==> config.mk <==
export PLATFORM = sky130hd
export DESIGN_NAME = instr_encoder
export DESIGN_NICKNAME = d
export VERILOG_FILES = /design/src/rtl/ctrl_isa_pkg.sv /design/src/rtl/instr_field_packer.sv /design/src/rtl/instr_encoder.sv
export SDC_FILE = /design/constraint.sdc
export NUM_CORES = 1
export LEC_CHECK = 0
export CAP_MARGIN = 20
export CORE_ASPECT_RATIO = 1.5
export CORE_MARGIN = 4
export CORE_UTILIZATION = 47
export DETAILED_ROUTE_END_ITERATION = 8
export PLACE_DENSITY = 0.81
export SLEW_MARGIN = 20
export SYNTH_ARGS = -nofsm -noshare
export SYNTH_HDL_FRONTEND = slang
export SYNTH_SLANG_ARGS = --single-unit
==> constraint.sdc <==
create_clock -name clk -period 2.8 [get_ports clk]
set_clock_uncertainty 0.15 [all_clocks]
set_input_delay 0.56 -clock clk [delete_from_list [all_inputs] [get_ports clk]]
set_output_delay 0.56 -clock clk [all_outputs]
set_load 0.005 [all_outputs]
==> src/rtl/ctrl_isa_pkg.sv <==
// Shared ISA definitions for the instruction encoder.
// Contents: opcode values, 20-bit word field positions, encoder FSM state type,
// and a branch-offset range helper.
package ctrl_isa_pkg;

  localparam int OPC_W     = 4;
  localparam int REG_W     = 4;
  localparam int ALU_IMM_W = 8;
  localparam int MADDR_W   = 10;
  localparam int JIMM_W    = 12;
  localparam int LEFT_W    = 16;
  localparam int WORD_W    = 20;

  // Field positions inside inst_left
  localparam int F_HI_MSB  = 15;  // dest (LOAD/ALU) or src1 (BR/STORE)
  localparam int F_HI_LSB  = 12;
  localparam int F_MID_MSB = 11;  // src1 (ALU) or src2 (BR)
  localparam int F_MID_LSB = 8;
  localparam int F_LO_MSB  = 7;   // src2 (ALU-R)
  localparam int F_LO_LSB  = 4;

  localparam logic [3:0] OP_LOAD  = 4'b0000;
  localparam logic [3:0] OP_ADD   = 4'b0001;
  localparam logic [3:0] OP_SUB   = 4'b0010;
  localparam logic [3:0] OP_AND   = 4'b0011;
  localparam logic [3:0] OP_OR    = 4'b0100;
  localparam logic [3:0] OP_ADDI  = 4'b0101;
  localparam logic [3:0] OP_SUBI  = 4'b0110;
  localparam logic [3:0] OP_ANDI  = 4'b0111;
  localparam logic [3:0] OP_ORI   = 4'b1000;
  localparam logic [3:0] OP_BEQ   = 4'b1001;
  localparam logic [3:0] OP_BNE   = 4'b1010;
  localparam logic [3:0] OP_BLT   = 4'b1011;
  localparam logic [3:0] OP_BGE   = 4'b1100;
  localparam logic [3:0] OP_JUMP  = 4'b1101;
  localparam logic [3:0] OP_BLTU  = 4'b1110;
  localparam logic [3:0] OP_STORE = 4'b1111;

  typedef enum logic [1:0] {
    ST_IDLE = 2'b00,
    ST_RUN  = 2'b01,
    ST_DONE = 2'b10
  } enc_state_e;

  // A branch offset fits when bits [11:8] are the sign extension of bit 7
  function automatic logic branch_in_range(input logic [JIMM_W-1:0] jimm);
    return (jimm[11:8] == {4{jimm[7]}});
  endfunction

endpackage

==> src/rtl/instr_field_packer.sv <==
// Combinational packer: opcode plus decoded fields -> 20-bit instruction word
// {opc, inst_left}. Unused inst_left bits are zero. range_err flags a branch
// whose offset does not fit the 8-bit signed field.
module instr_field_packer
  import ctrl_isa_pkg::*;
(
  input  logic [OPC_W-1:0]     opc,
  input  logic [REG_W-1:0]     reg_dest,
  input  logic [REG_W-1:0]     reg_src1,
  input  logic [REG_W-1:0]     reg_src2,
  input  logic [ALU_IMM_W-1:0] imm,
  input  logic [MADDR_W-1:0]   mem_addr,
  input  logic [JIMM_W-1:0]    jump_imm,
  output logic [WORD_W-1:0]    word,
  output logic                 range_err
);

  logic [LEFT_W-1:0] left_s;
  logic              range_err_s;

  // Select the field layout for the opcode class
  always_comb begin
    left_s      = {LEFT_W{1'b0}};
    range_err_s = 1'b0;
    case (opc)
      OP_LOAD: begin
        left_s[F_HI_MSB:F_HI_LSB] = reg_dest;
        left_s[MADDR_W-1:0]       = mem_addr;
      end
      OP_ADD, OP_SUB, OP_AND, OP_OR: begin
        left_s[F_HI_MSB:F_HI_LSB]   = reg_dest;
        left_s[F_MID_MSB:F_MID_LSB] = reg_src1;
        left_s[F_LO_MSB:F_LO_LSB]   = reg_src2;
      end
      OP_ADDI, OP_SUBI, OP_ANDI, OP_ORI: begin
        left_s[F_HI_MSB:F_HI_LSB]   = reg_dest;
        left_s[F_MID_MSB:F_MID_LSB] = reg_src1;
        left_s[ALU_IMM_W-1:0]       = imm;
      end
      OP_BEQ, OP_BNE, OP_BLT, OP_BGE, OP_BLTU: begin
        left_s[F_HI_MSB:F_HI_LSB]   = reg_src1;
        left_s[F_MID_MSB:F_MID_LSB] = reg_src2;
        left_s[7:0]                 = jump_imm[7:0];
        range_err_s                 = ~branch_in_range(jump_imm);
      end
      OP_JUMP: begin
        left_s[JIMM_W-1:0] = jump_imm;
      end
      OP_STORE: begin
        left_s[F_HI_MSB:F_HI_LSB] = reg_src1;
        left_s[MADDR_W-1:0]       = mem_addr;
      end
      default: begin
        left_s      = {LEFT_W{1'b0}};
        range_err_s = 1'b0;
      end
    endcase
  end

  assign word      = {opc, left_s};
  assign range_err = range_err_s;

endmodule

==> src/rtl/instr_encoder.sv <==
// Instruction encoder: accepts decoded instructions over a valid/ready
// handshake, packs them and writes them to instruction memory at an
// auto-incrementing address starting from base_addr.
// Optional feature macro: ENC_CHECKSUM_EN adds csum[19:0], the XOR of all
// words written since the last start.
module instr_encoder
  import ctrl_isa_pkg::*;
#(
  parameter int N  = 3,
  parameter int M  = 15,
  parameter int J  = 9,
  parameter int K  = 7,
  parameter int L  = 11,
  parameter int AW = 10
) (
  input  logic           clk,
  input  logic           rst_n,
  input  logic           start,
  input  logic [AW-1:0]  base_addr,
  input  logic           in_valid,
  output logic           in_ready,
  input  logic           in_last,
  input  logic [N:0]     opc,
  input  logic [N:0]     reg_dest,
  input  logic [N:0]     reg_src1,
  input  logic [N:0]     reg_src2,
  input  logic [K:0]     imm,
  input  logic [J:0]     mem_addr,
  input  logic [L:0]     jump_imm,
  output logic           im_we,
  output logic [AW-1:0]  im_addr,
  output logic [M+N+1:0] im_wdata,
  output logic [AW:0]    instr_cnt,
  output logic           done,
  output logic           err
`ifdef ENC_CHECKSUM_EN
  ,
  output logic [M+N+1:0] csum
`endif
);

  enc_state_e          state_r;
  enc_state_e          state_nxt_s;
  logic [AW-1:0]       pc_r;
  logic [AW:0]         cnt_r;
  logic                err_r;
  logic                we_r;
  logic [AW-1:0]       addr_r;
  logic [M+N+1:0]      wdata_r;
  logic [M+N+1:0]      word_s;
  logic                range_err_s;
  logic                accept_s;
  logic                start_s;
  logic                pc_max_s;

  instr_field_packer u_packer (
    .opc       (opc),
    .reg_dest  (reg_dest),
    .reg_src1  (reg_src1),
    .reg_src2  (reg_src2),
    .imm       (imm),
    .mem_addr  (mem_addr),
    .jump_imm  (jump_imm),
    .word      (word_s),
    .range_err (range_err_s)
  );

  // start is only honoured from IDLE, and in IDLE no handshake can occur
  assign start_s  = start && (state_r == ST_IDLE);
  assign accept_s = in_valid && (state_r == ST_RUN);
  assign pc_max_s = (pc_r == {AW{1'b1}});

  // State register
  always_ff @(posedge clk or negedge rst_n) begin
    if (!rst_n) begin
      state_r <= ST_IDLE;
    end else begin
      state_r <= state_nxt_s;
    end
  end

  // Next-state logic: finish on last word, range error or top-of-memory write
  always_comb begin
    state_nxt_s = state_r;
    case (state_r)
      ST_IDLE: begin
        if (start_s) begin
          state_nxt_s = ST_RUN;
        end else begin
          state_nxt_s = ST_IDLE;
        end
      end
      ST_RUN: begin
        if (accept_s && (range_err_s || in_last || pc_max_s)) begin
          state_nxt_s = ST_DONE;
        end else begin
          state_nxt_s = ST_RUN;
        end
      end
      ST_DONE: state_nxt_s = ST_IDLE;
      default: state_nxt_s = ST_IDLE;
    endcase
  end

  // Write pipeline, pc, word count and sticky error
  always_ff @(posedge clk or negedge rst_n) begin
    if (!rst_n) begin
      pc_r    <= {AW{1'b0}};
      cnt_r   <= {(AW+1){1'b0}};
      err_r   <= 1'b0;
      we_r    <= 1'b0;
      addr_r  <= {AW{1'b0}};
      wdata_r <= {(M+N+2){1'b0}};
    end else begin
      we_r <= 1'b0;
      if (start_s) begin
        pc_r  <= base_addr;
        cnt_r <= {(AW+1){1'b0}};
        err_r <= 1'b0;
      end else if (accept_s) begin
        if (range_err_s) begin
          err_r <= 1'b1;
        end else begin
          we_r    <= 1'b1;
          addr_r  <= pc_r;
          wdata_r <= word_s;
          cnt_r   <= cnt_r + {{AW{1'b0}}, 1'b1};
          // The top address is written once, then the run stops without wrapping
          if (pc_max_s) begin
            err_r <= 1'b1;
          end else begin
            pc_r <= pc_r + {{(AW-1){1'b0}}, 1'b1};
          end
        end
      end
    end
  end

`ifdef ENC_CHECKSUM_EN
  logic [M+N+1:0] csum_r;

  // Running XOR of every word written since start
  always_ff @(posedge clk or negedge rst_n) begin
    if (!rst_n) begin
      csum_r <= {(M+N+2){1'b0}};
    end else if (start_s) begin
      csum_r <= {(M+N+2){1'b0}};
    end else if (accept_s && !range_err_s) begin
      csum_r <= csum_r ^ word_s;
    end
  end

  assign csum = csum_r;
`endif

  assign in_ready  = (state_r == ST_RUN);
  assign done      = (state_r == ST_DONE);
  assign err       = err_r;
  assign im_we     = we_r;
  assign im_addr   = addr_r;
  assign im_wdata  = wdata_r;
  assign instr_cnt = cnt_r;

endmodule

; Word-level counts from Yosys, hierarchy flattened
; Index checks and enable logic that the tools add are counted.
[op_classes]
n_shift = 0
addsub = 2
n_mul = 0
div = 0
n_eq_ne = 21
bitwise = 3
order_cmp = 0
n_mux = 22
n_reduce_logical = 21
[op_table]
columns = operator, count
row1 = 10-bit 2-to-1 mux, 4
row2 = 11-bit 2-to-1 mux, 3
row3 = "4-bit equality test, second input constant", 8
row4 = 6-bit one-hot mux with 5 select lines, 1
row5 = "4-bit by 3-bit equality test with 1-bit output, second input constant", 4
row6 = 4-bit one-hot mux with 3 select lines, 1
row7 = 6-bit OR reduction, 2
row8 = "11-bit by 1-bit adder with 11-bit output, second input constant", 1
row9 = "10-bit by 1-bit adder with 10-bit output, second input constant", 1
row10 = "10-bit equality test, second input constant", 1
row11 = 1-bit 2-to-1 mux, 9
row12 = 9-bit OR reduction, 1
row13 = "4-bit by 2-bit equality test with 1-bit output, second input constant", 2
row14 = 4-bit one-hot mux with 2 select lines, 1
row15 = 4-bit OR reduction, 2
row16 = 8-bit OR reduction, 1
row17 = 2-bit one-hot mux with 3 select lines, 1
row18 = 3-bit AND reduction, 2
row19 = 5-bit OR reduction, 1
row20 = "4-bit by 1-bit equality test with 1-bit output, second input constant", 1
row21 = 4-bit equality test, 1
row22 = 4-bit zero test, 1
row23 = 2-bit one-hot mux with 2 select lines, 1
row24 = 2-bit AND reduction, 2
row25 = 12 further kinds, 17
[word_totals]
elab_cells = 76
latch_bits = 0
register_bits = 55
in_bits = 61
n_memories = 0
mem_bits_ro = 0
ram_bits = 0

; Longest topological paths before layout
; Gate-level depths: netlist of the first run.
[depth]
word_depth = 8
depth_mapped = 9
ltp_nobuf = 6

; Modules after synthesis
; A second synthesis of the first run with hierarchy kept.
[unflattened]
cells_unflattened = 408
hier_area_um2 = 3455.8
[modules_own_cells]
columns = module, instances, seq_area_each_um2, cells_each, area_each_um2
row1 = instr_encoder, 1, 1376.3, 275, 2521.2
row2 = instr_field_packer, 1, 0.0, 133, 934.6

; Least setup slack after synthesis of the first run
; No wires, ideal clock.
[synth_timing]
path_type = in2reg
from = input jump_imm[9]
to = register cnt_r[10], in the netlist instr_cnt[10]
arrival_time_ps = 2138
cell_stages = 6
path_buffers = 1
setup_slack_ps = 434
setup_ps = 78
cell_sequence = or4_4 > mux2i_4 > o21ai_2 > buf_6 > or4_1 > a21oi_1
[synth_between]
elab_chain_len = 5
[synth_lines]
columns = item, line
row1 = "start, declared", instr_encoder.sv:29  ; input logic [L:0] jump_imm,
row2 = 4-bit equality test, ctrl_isa_pkg.sv:47  ; return (jimm[11:8] == {4{jimm[7]}});
row3 = 1-bit inverter, instr_field_packer.sv:44  ; range_err_s = ~branch_in_range(jump_imm);
row4 = 1-bit 2-to-1 mux, instr_field_packer.sv:25  ; case (opc)
row5 = 2-bit by 1-bit != test with 1-bit output (no source line), n/a
row6 = 2-bit AND reduction (no source line), n/a
row7 = "end signal, assigned", instr_encoder.sv:109  ; cnt_r <= {(AW+1){1'b0}};
row8 = "end signal, assigned", instr_encoder.sv:118  ; cnt_r <= {(AW+1){1'b0}};
row9 = "end signal, assigned", instr_encoder.sv:127  ; cnt_r <= cnt_r + {{AW{1'b0}}, 1'b1};
row10 = "end, declared", instr_encoder.sv:45  ; logic [AW:0] cnt_r;
; No other way between the ends.
; A chain may end at the register's enable or synchronous reset.

; Final worst setup path of the first run
[layout_timing]
from = input jump_imm[9]
to = register pc_r[4]
[layout_between]
elab_chain_len = 5
[layout_lines]
columns = item, line
row1 = 4-bit equality test, ctrl_isa_pkg.sv:47
row2 = 1-bit inverter, instr_field_packer.sv:44
row3 = 1-bit 2-to-1 mux, instr_field_packer.sv:25
row4 = 2-bit by 1-bit != test with 1-bit output (no source line), n/a
row5 = 3-bit AND reduction (no source line), n/a
row6 = "end signal, assigned", instr_encoder.sv:108  ; pc_r <= {AW{1'b0}};
row7 = "end signal, assigned", instr_encoder.sv:117  ; pc_r <= base_addr;
row8 = "end signal, assigned", instr_encoder.sv:132  ; pc_r <= pc_r + {{(AW-1){1'b0}}, 1'b1};
row9 = "end, declared", instr_encoder.sv:44  ; logic [AW-1:0] pc_r;
; No other way between the ends.

==> flow_metrics.tcl, run 1 <==
set metrics [dict create \
    cts_resized 0 \
    dieArea_um2 8580 \
    synthFlopType "dfrtp_1" \
    cts_hold_buf 0 \
    cpPeakStageDelay_ns 0.57 \
    drtAntennaViolNets 0 \
    grt_pass1_wl_mm 16.1 \
    clock-sinks 55 \
    min_period_ns 2.51 \
    avgSynthCellArea_um2 8.38 \
    holdCritPathClass "primary input to asynchronous set/reset pin" \
    fmax_mhz 398 \
    wl_per_cell_um 16.7 \
    synth_seq_cells 55 \
    postSynth.asyncResetShare 1.00 \
    grt_antenna_before_repair 0 \
    crit_type "primary input to flop" \
    dpl-instance-area_um2 4600 \
    finalHoldViolCount 0 \
    stdcell_area_um2 4680 \
    cp_data_arrival_time_ns 2.61 \
    root_buffer "clkbuf_8" \
    first_pass_iters 5 \
    postLayoutCoreUtil 0.679 \
    vdd_ir_drop_max_v 0.000297 \
    netlist.top_cell.by_area "dfrtp_1" \
    totalWireLength_mm 9.81 \
    netlist_top_cells_area "dfrtp_1, nand2_1, o21ai_0, nand3_1, clkbuf_1" \
    fp.dieH_um 111 \
    maxSlewHeadroom 0.543 \
    ios 106 \
    first_global_vias 3414 \
    crit_path_end_kind "flop" \
    place_ws_ns -0.0426 \
    worst_path_max_delay_cell "or4_4" \
    r2r-start "pc_r[0]$_DFFE_PN0P_" \
    h-tree-depth 2 \
    fill_cells 576 \
    slew_violations 0 \
    synth_edf_count 0 \
    rr_endpoint "pc_r[4]$_DFFE_PN0P_" \
    synth_top_area_frac 0.410 \
    pwr_density_cell_nw_per_um2 682 \
    cts_tree "done" \
    clock_path_buffers 2 \
    die_x_um 77.0 \
    num_vias 3482 \
    syn_area_um2 3350 \
    layout.nets 571 \
    grt_start_max_net_pins 56 \
    netlist_instances 400 \
    fin_ws_ns 0.286 \
    rsz0062_at_grt "false" \
    vias_per_cell 5.94 \
    insertion_delay_ns 0.30 \
    grt_remaining_overflow 0 \
    finalCritPeriodShare 0.898 \
    initialDrtViolationCount 292 \
    crit_family "simple AND/OR/NAND/NOR gates" \
    io_buffers 105 \
    initial_core_util 0.486 \
    required_ns 2.90 \
    ys_types 53 \
    crit_path_max_fanout 8 \
    cp_cell_sequence "clkdlybuf4s50_1 > or4_4 > mux2i_4 > o211ai_1 > buf_4 > or4_1 > nand3_1" \
    leakage_nw 1.99 \
    status "finished clean" \
    synth_nets 463 \
    path_clk_slew_ns 0.10 \
    numCtsBuffers 5 \
    antenna-diode-count 0 \
    setup_viol 0 \
    core_region_area_um2 6900 \
    cts_setup_buffers 0 \
    crit_buf_inv 2 \
    hpwlAfterDp_mm 7.48 \
    ff2ff_setup_slack_ns 0.72 \
    worst_slew_pin_slew_ns 0.686 \
    track_usage 0.229 \
    ys_seq_area_frac 0.410 \
    gp_congestion 0.958 \
    area_delta_synth_final_pct 39.6 \
    drc 0 \
    drive_gt1_frac 0.0866 \
    num_rows 37 \
    reg2reg_depth 7 \
    ys_warn_count 0 \
    drv_cap 0 \
    cp-start-kind "primary input" \
]
## area by class of cell
class,count,area [um2],area share
Tap cell,78,97.6,0.0209
Timing Repair Buffer,130,1260,0.269
Multi-Input combinational cell,306,1830,0.391
Sequential cell,55,1380,0.294
Clock buffer,5,68.8,0.0147
Inverter,10,37.5,0.00802
Clock inverter,2,13.8,0.00294
## kinds of logic (layout without fill, tap and decap cells)
logic type      Yosys count  count (layout)  synth area share
mux                      16              16            0.0541
fa+ha+maj                 2               2           0.00746
buf+inv                  39             147            0.0466
simple gates            171             171             0.247
xor+xnor                  2               2           0.00522
compound gates          115             115             0.229
flops                    55              55             0.410
## worst max-delay path by stage
stage,start,to,cells past startpoint
floorplan,jump_imm[9],instr_cnt[10]$_DFFE_PN0P_,6
global placement,jump_imm[9],pc_r[4]$_DFFE_PN0P_,7
detailed placement,jump_imm[9],pc_r[4]$_DFFE_PN0P_,7
CTS,jump_imm[9],pc_r[4]$_DFFE_PN0P_,7
global route,jump_imm[9],pc_r[7]$_DFFE_PN0P_,6
finish,jump_imm[9],pc_r[4]$_DFFE_PN0P_,7
## power breakdown
| part | total [W] | internal [W] | switching [W] |
|---|---|---|---|
| Combinational | 0.00139 | 0.000789 | 0.000606 |
| Sequential | 0.00137 | 0.00110 | 0.000267 |
| Clock | 0.000433 | 0.000172 | 0.000261 |
| Total | 0.00319 | 0.00206 | 0.00113 |
## metrics by stage
stage               hold slack (ns)  cells  total power (W)  setup TNS [ns]
floorplan                     0.114    400          0.00192               0
global placement              0.309    579          0.00273         -0.0177
detailed placement            0.311    579          0.00278         -0.0547
CTS                           0.244    586          0.00321               0
global route                  0.273    586          0.00343               0
finish                        0.218    586          0.00319               0
## sequential cells by signal, indices dropped and copies added, names as in the netlist
register,flops
instr_cnt,11
state_r,2
pc_r,10
im_we,1
im_addr,10
im_wdata,20
err,1
## cell usage after synthesis (3+ instances only)
library cell and instances:
dfrtp_1 55, nand2_1 77, o21ai_0 40, inv_1 9
or4_1 3, a31oi_1 4, a21boi_0 4, or3_1 8
nor2_1 14, a311oi_1 4, a221oi_1 3, mux2_2 7
a22o_1 4, a32oi_1 4, nand4_1 4, a21oi_1 14
clkbuf_1 24, mux2i_1 8, a22oi_1 7, and3_1 6
nand3_1 26, o211ai_1 6, nor2b_1 11, o22a_1 4
o21a_1 3, a222oi_1 4, nand2b_1 12, o31ai_1 3
## routing by layer
metal	GRT usage	wire [um]
met1	0.271	3810
met2	0.413	5170
met3	0.0348	581
met4	0.0846	251
met5	0	0
## layout by cell type (no fill, tap or decap), types with 2 or more instances in the layout
cell             synthesis  routed
clkdlybuf4s50_1          0     104
nand2_1                 77      77
dfrtp_1                 55      55
o21ai_0                 40      40
nand3_1                 26      26
buf_4                    0      23
nor2_1                  14      14
a21oi_1                 14      14
nand2b_1                12      12
nor2b_1                 11      11
inv_1                    9       9
or3_1                    8       8
mux2i_1                  8       8
mux2_2                   7       7
a22oi_1                  7       7
o211ai_1                 6       6
and3_1                   6       6
clkbuf_8                 0       5
nand4_1                  4       4
a32oi_1                  4       4
a311oi_1                 4       4
a31oi_1                  4       4
a21boi_0                 4       4
o22a_1                   4       4
a22o_1                   4       4
a222oi_1                 4       4
o31ai_1                  3       3
o21a_1                   3       3
a221oi_1                 3       3
or4_1                    3       3
a21o_1                   2       2
and4_1                   2       2
nor3_1                   2       2
nand3b_1                 2       2
o22ai_1                  2       2
ha_1                     2       2
buf_12                   0       2
(Power assumes the default switching activity.)
==> run 2, diff against run 1 <==
MAX_ROUTING_LAYER = met4   (was unset)
TNS_END_PERCENT = 5   (was unset)
==> run 2 against run 1 <==
  * Routed wire length increased by 1.2%
  * Critical path depth is the same
  * Final cell count up 0.34%
  * Highest routed layer unchanged
  * Via count grew 0.34%
  * First-iteration DRC count grew 2.7%
  * Clock power grew 22%
==> flow_metrics.tcl, run 2 (synthesis results as in run 1) <==
set metrics [dict create \
    layout.nets 573 \
    first_global_vias 3485 \
    setup_viol 0 \
    dpl-instance-area_um2 4630 \
    num_rows 37 \
    ff2ff_setup_slack_ns 0.73 \
    h-tree-depth 2 \
    r2r-start "pc_r[0]$_DFFE_PN0P_" \
    grt_remaining_overflow 0 \
    multiInputGateArea_um2 1830 \
    final_cells 588 \
    die_x_um 77.0 \
    drtAntennaViolNets 0 \
    endpoint "pc_r[4]$_DFFE_PN0P_" \
    rsz0062_at_grt "false" \
    hpwlAfterDp_mm 7.62 \
    cts_resized 0 \
    required_ns 2.90 \
    cp-start-kind "primary input" \
    maxSlewHeadroom 0.547 \
    grt_start_max_net_pins 56 \
    vdd_ir_drop_max_v 0.000355 \
    cts_hold_buf 0 \
    area_delta_synth_final_pct 41.1 \
    cts_tree "done" \
    largest_register_ffs 20 \
    crit_type "primary input to flop" \
    final_common_cell "clkdlybuf4s50_1" \
    mostFrequentLayoutCells "clkdlybuf4s50_1, nand2_1, dfrtp_1, o21ai_0, nand3_1" \
    holdCritPathClass "primary input to asynchronous set/reset pin" \
    totalWireLength_mm 9.92 \
    drive_gt1_frac 0.0902 \
    clock_path_buffers 2 \
    core_region_area_um2 6900 \
    gp_congestion 0.889 \
    initialDrtViolationCount 300 \
    min_period_ns 2.55 \
    insertion_delay_ns 0.32 \
    reg2reg_depth 7 \
    crit_path_start "jump_imm[9]" \
    crit_path_end_kind "flop" \
    ios 106 \
    dieArea_um2 8580 \
    numCtsBuffers 5 \
    status "finished clean" \
    stdcell_area_um2 4730 \
    track_usage 0.244 \
    rr_endpoint "pc_r[4]$_DFFE_PN0P_" \
    initial_core_util 0.486 \
    num_vias 3494 \
    wl_per_cell_um 16.9 \
    postLayoutCoreUtil 0.686 \
    grt_antenna_before_repair 0 \
    worst_slew_pin_slew_ns 0.680 \
    vias_per_cell 5.94 \
    fmax_mhz 393 \
    slew_violations 0 \
    first_pass_iters 5 \
    fp.dieH_um 111 \
    antenna-diode-count 0 \
    cp_data_arrival_time_ns 2.65 \
    dpl.cell_count 581 \
    path_clk_slew_ns 0.10 \
    crit_path_max_fanout 8 \
    finalHoldViolCount 0 \
    cts_setup_buffers 0 \
    leakage_nw 2.01 \
    total_power_w 0.00328 \
    drc 0 \
    fill_cells 539 \
    finalCritPeriodShare 0.910 \
    pwr_density_cell_nw_per_um2 694 \
    root_buffer "clkbuf_8" \
    io_buffers 105 \
    clock-sinks 55 \
    drv_cap 0 \
    grt_pass1_wl_mm 16.4 \
    layout.area.seq_um2 1380 \
]
run 2: cell count changes in the layout (fill, tap and decap cells not counted), sizes merged:
cell	delta
clkinv	-2
buf	+2
bufinv	+1
clkinvlp	+1
run 2: where the power goes:
part	switching, W	leakage (nW)	total (W)	internal [W]
sequential	0.000263	0.699	0.00136	0.00110
clock	0.000265	0.0502	0.000527	0.000262
combinational	0.000601	1.26	0.00140	0.000794
run 2: worst min path at each step:
| stage | from | end | slack (ns) | cells past startpoint |
|---|---|---|---|---|
| after detailed placement | im_addr[7]$_DFFE_PN0P_ | im_addr[7]$_DFFE_PN0P_ | 0.31 | 2 |
| after global routing | rst_n | im_wdata[6]$_DFFE_PN0P_ | 0.27 | 2 |
| final | rst_n | pc_r[9]$_DFFE_PN0P_ | 0.21 | 2 |
| after CTS | rst_n | pc_r[9]$_DFFE_PN0P_ | 0.24 | 2 |
| after global placement | im_addr[4]$_DFFE_PN0P_ | im_addr[4]$_DFFE_PN0P_ | 0.31 | 2 |
| after floorplan | rst_n | err$_DFFE_PN0P_ | 0.11 | 0 |
run 2: routing by layer:
| metal | wire [um] | vias up | global-route usage | share of wire |
|---|---|---|---|---|
| met5 | 0 | - | - | 0 |
| met4 | 388 | 0 | 0.127 | 0.039 |
| met3 | 616 | 30 | 0.0348 | 0.062 |
| met2 | 5150 | 174 | 0.423 | 0.52 |
| met1 | 3770 | 1621 | 0.268 | 0.38 |
| li1 | - | 1669 | - | - |
run 2: final cells by class:
class	instances	area share
timing repair buffer	132	0.272
sequential	55	0.291
clock inverter	2	0.00793
multi-input combinational	306	0.386
clock buffer	5	0.0145
tap	78	0.0206
inverter	10	0.00793
run 2: worst max-delay path, stage by stage:
cell,delay [ns]
clkdlybuf4s50_1,0.43
or4_4,0.57
mux2i_4,0.22
o211ai_1,0.18
buf_4,0.20
or4_1,0.40
nand3_1,0.09
run 2: stage by stage:
stage               setup WS [ns]  TNS, ns  hold slack [ns]
floorplan                   0.434        0            0.114
global placement          -0.0218  -0.0218            0.307
detailed placement        -0.0725   -0.144            0.312
CTS                         0.259        0            0.238
global route                0.142        0            0.271
finish                      0.253        0            0.208
==> run 3, diff against run 2 <==
CELL_PAD_IN_SITES_DETAIL_PLACEMENT = 0   (was unset)
CELL_PAD_IN_SITES_GLOBAL_PLACEMENT = 1   (was unset)
CORE_UTILIZATION = 34   (was 47)
PLACE_DENSITY = unset   (was 0.81)
PLACE_DENSITY_LB_ADDON = 0.1   (was unset)
SYNTH_HIERARCHICAL = 1   (was unset)
==> run 3 against run 2 <==
  * Sequential cell count unchanged
  * Count of clock-buffer cells in the layout increased by 2
  * Synthesized cell count grew 2.0%
  * Via count rose by 1.2%
  * Clock power grew 15%
  * Sequential share of layout area down 0.97 points
  * Final cell count increased by 9.0%
  * Routed wire length increased by 6.5%
  * First-iteration DRC count shrank 60%
  * Global-route usage decreased by 6.4 points
  * Setup slack worse by 0.19 ns
  * Largest cell class unchanged
==> flow_metrics.tcl, run 3 <==
set metrics [dict create \
    yosysMostFrequentCell "nand2_1" \
    final_cells 641 \
    crit_path_max_fanout 7 \
    status "finished clean" \
    ff2ff_setup_slack_ns 0.88 \
    drv_cap 0 \
    required_ns 2.88 \
    root_buffer "clkbuf_16" \
    vdd_ir_drop_max_v 0.000270 \
    layout.nets 588 \
    synth_nets 471 \
    mostFrequentLayoutCells "nand2_1, clkdlybuf4s50_1, dfrtp_1, buf_4, nand3_1" \
    grt_pass1_wl_mm 17.0 \
    synth_edf_count 0 \
    crit_top_cell "or4_1" \
    ios 106 \
    h-tree-depth 2 \
    path_clk_slew_ns 0.07 \
    postLayoutCoreUtil 0.500 \
    core_region_area_um2 9800 \
    worst_slew_pin_slew_ns 0.717 \
    cp-start-kind "primary input" \
    netlist.top_cell.by_area "dfrtp_1" \
    initial_core_util 0.353 \
    multiInputGateArea_um2 1880 \
    cp_data_arrival_time_ns 2.81 \
    min_period_ns 2.73 \
    io_buffers 105 \
    maxSlewHeadroom 0.522 \
    netlist_instances 408 \
    synth_seq_cells 55 \
    wl_per_cell_um 16.5 \
    worst_path_max_delay_cell "or4_1" \
    pwr_density_cell_nw_per_um2 713 \
    synthFlopType "dfrtp_1" \
    ys_seq_area_frac 0.398 \
    final_common_cell "nand2_1" \
    drtAntennaViolNets 0 \
    largest_register_ffs 20 \
    grt_start_max_net_pins 35 \
    num_vias 3535 \
    hpwlAfterDp_mm 8.38 \
    crit_type "primary input to flop" \
    syn_area_um2 3460 \
    grt_antenna_before_repair 0 \
    first_global_vias 3431 \
    synth_top_area_frac 0.398 \
    first_pass_iters 5 \
    slew_violations 0 \
    cp_cell_sequence "clkdlybuf4s50_1 > or4_1 > o21ai_2 > nor3_2 > nand4bb_4 > clkinv_4 > o31ai_4 > or4_1 > nand3_1" \
    cpPeakStageDelay_ns 0.54 \
    clock_path_buffers 2 \
    grt_remaining_overflow 0 \
    setup-tns-final_ns 0 \
    postSynth.asyncResetShare 1.00 \
    numCtsBuffers 5 \
    clock-sinks 55 \
    rr_endpoint "pc_r[0]$_DFFE_PN0P_" \
    crit_path_end_kind "flop" \
    fp.dieH_um 131 \
    drive_gt1_frac 0.112 \
    leakage_nw 2.15 \
    ys_types 63 \
    area_delta_synth_final_pct 41.7 \
    dpl.cell_count 631 \
    die_x_um 90.3 \
    r2r-start "pc_r[0]$_DFFE_PN0P_" \
    track_usage 0.179 \
    drc 0 \
    totalWireLength_mm 10.6 \
    fmax_mhz 366 \
    setup_viol 0 \
    vias_per_cell 5.51 \
    holdCritPathClass "primary input to asynchronous set/reset pin" \
    avgSynthCellArea_um2 8.47 \
    netlist_top_cells_count "nand2_1, dfrtp_1, nand3_1" \
    fill_cells 996 \
    initialDrtViolationCount 119 \
    num_rows 44 \
    finalCritPeriodShare 0.976 \
    finalHoldViolCount 0 \
    cts_tree "done" \
    layout.area.seq_um2 1380 \
    dieArea_um2 11900 \
    reg2reg_depth 6 \
    ys_warn_count 6 \
    netlist_top_cells_area "dfrtp_1, nand2_1, nand3_1, a22o_1, a21oi_1" \
    antenna-diode-count 0 \
    gp_congestion 0.897 \
    insertion_delay_ns 0.29 \
]
## run 3: changes by cell type after synthesis, moves of 6 or more
cell | before | now
or3_1 | 8 | 2
buf_2 | 1 | 10
buf_4 | 0 | 7
nor2b_1 | 11 | 5
a2bb2oi_1 | 0 | 6
nand2_1 | 77 | 114
o21ai_1 | 0 | 6
o21ai_0 | 40 | 14
mux2_2 | 7 | 1
a22o_1 | 4 | 10
nand2b_1 | 12 | 4
clkbuf_1 | 24 | 7
## run 3: repair_timing
item / CTS / global route
setup endpoints to repair: 0 / 13
hold endpoints to repair: 0 / 0
hold buffers: 0 / 0
gates resized for setup: 0 / 8
setup buffers: 0 / 2
## run 3: critical path, delay by kind of cell
family,cells,cell delay (ns)
and+or+nand+nor,5,1.45
buffers and inverters,2,0.55
AOI/OAI and AO/OA,2,0.26
## run 3: through the flow
| step | hold WS [ns] | power [W] | area (um2) | worst slack (ns) |
|---|---|---|---|---|
| after floorplan | 0.114 | 0.00202 | 3460 | 0.301 |
| after global placement | 0.306 | 0.00288 | 4710 | -0.238 |
| after detailed placement | 0.311 | 0.00290 | 4710 | -0.268 |
| after CTS | 0.198 | 0.00352 | 4850 | 0.0440 |
| after global routing | 0.243 | 0.00374 | 4900 | -0.00628 |
| final | 0.166 | 0.00349 | 4900 | 0.0668 |
## run 3: cell type report
| cell class | count | share of cell area |
|---|---|---|
| multi-input combinational | 310 | 0.383 |
| timing repair buffer | 139 | 0.267 |
| clock buffer | 7 | 0.0271 |
| clock inverter | 1 | 0.00102 |
| inverter | 14 | 0.0118 |
| tap | 115 | 0.0294 |
| sequential | 55 | 0.281 |
## run 3: where the power goes
part / switching [W] / internal [W] / total (W) / leakage, nW
Sequential: 0.000282 / 0.00110 / 0.00138 / 0.704
Combinational: 0.000677 / 0.000827 / 0.00150 / 1.38
Clock: 0.000274 / 0.000331 / 0.000606 / 0.0679
## run 3: worst max path at each step
stage	startpoint	to	slack, ns	depth (start not counted)
after floorplan	jump_imm[8]	instr_cnt[9]$_DFFE_PN0P_	0.30	9
after global placement	jump_imm[7]	pc_r[3]$_DFFE_PN0P_	-0.24	9
after detailed placement	jump_imm[7]	pc_r[8]$_DFFE_PN0P_	-0.27	12
after CTS	jump_imm[7]	pc_r[8]$_DFFE_PN0P_	0.04	12
after global routing	jump_imm[7]	pc_r[5]$_DFFE_PN0P_	-0.006	9
final	jump_imm[8]	pc_r[3]$_DFFE_PN0P_	0.07	9
## run 3: per-layer routing
layer	global-route usage	vias to the layer above	wire length (um)
li1	-	1696	-
met1	0.196	1689	4170
met2	0.327	128	5600
met3	0.0257	22	473
met4	0.0664	0	327
met5	-	-	0
## run 3: cells by family (layout without fill, tap and decap cells)
kind of cell | count (synthesis) | count (layout) | share of synthesized area
buf+inv | 43 | 161 | 0.0652
flops | 55 | 55 | 0.398
xor+xnor | 4 | 4 | 0.0101
compound gates | 103 | 103 | 0.227
mux | 6 | 6 | 0.0192
fa+ha+maj | 2 | 2 | 0.00724
simple gates | 195 | 195 | 0.273
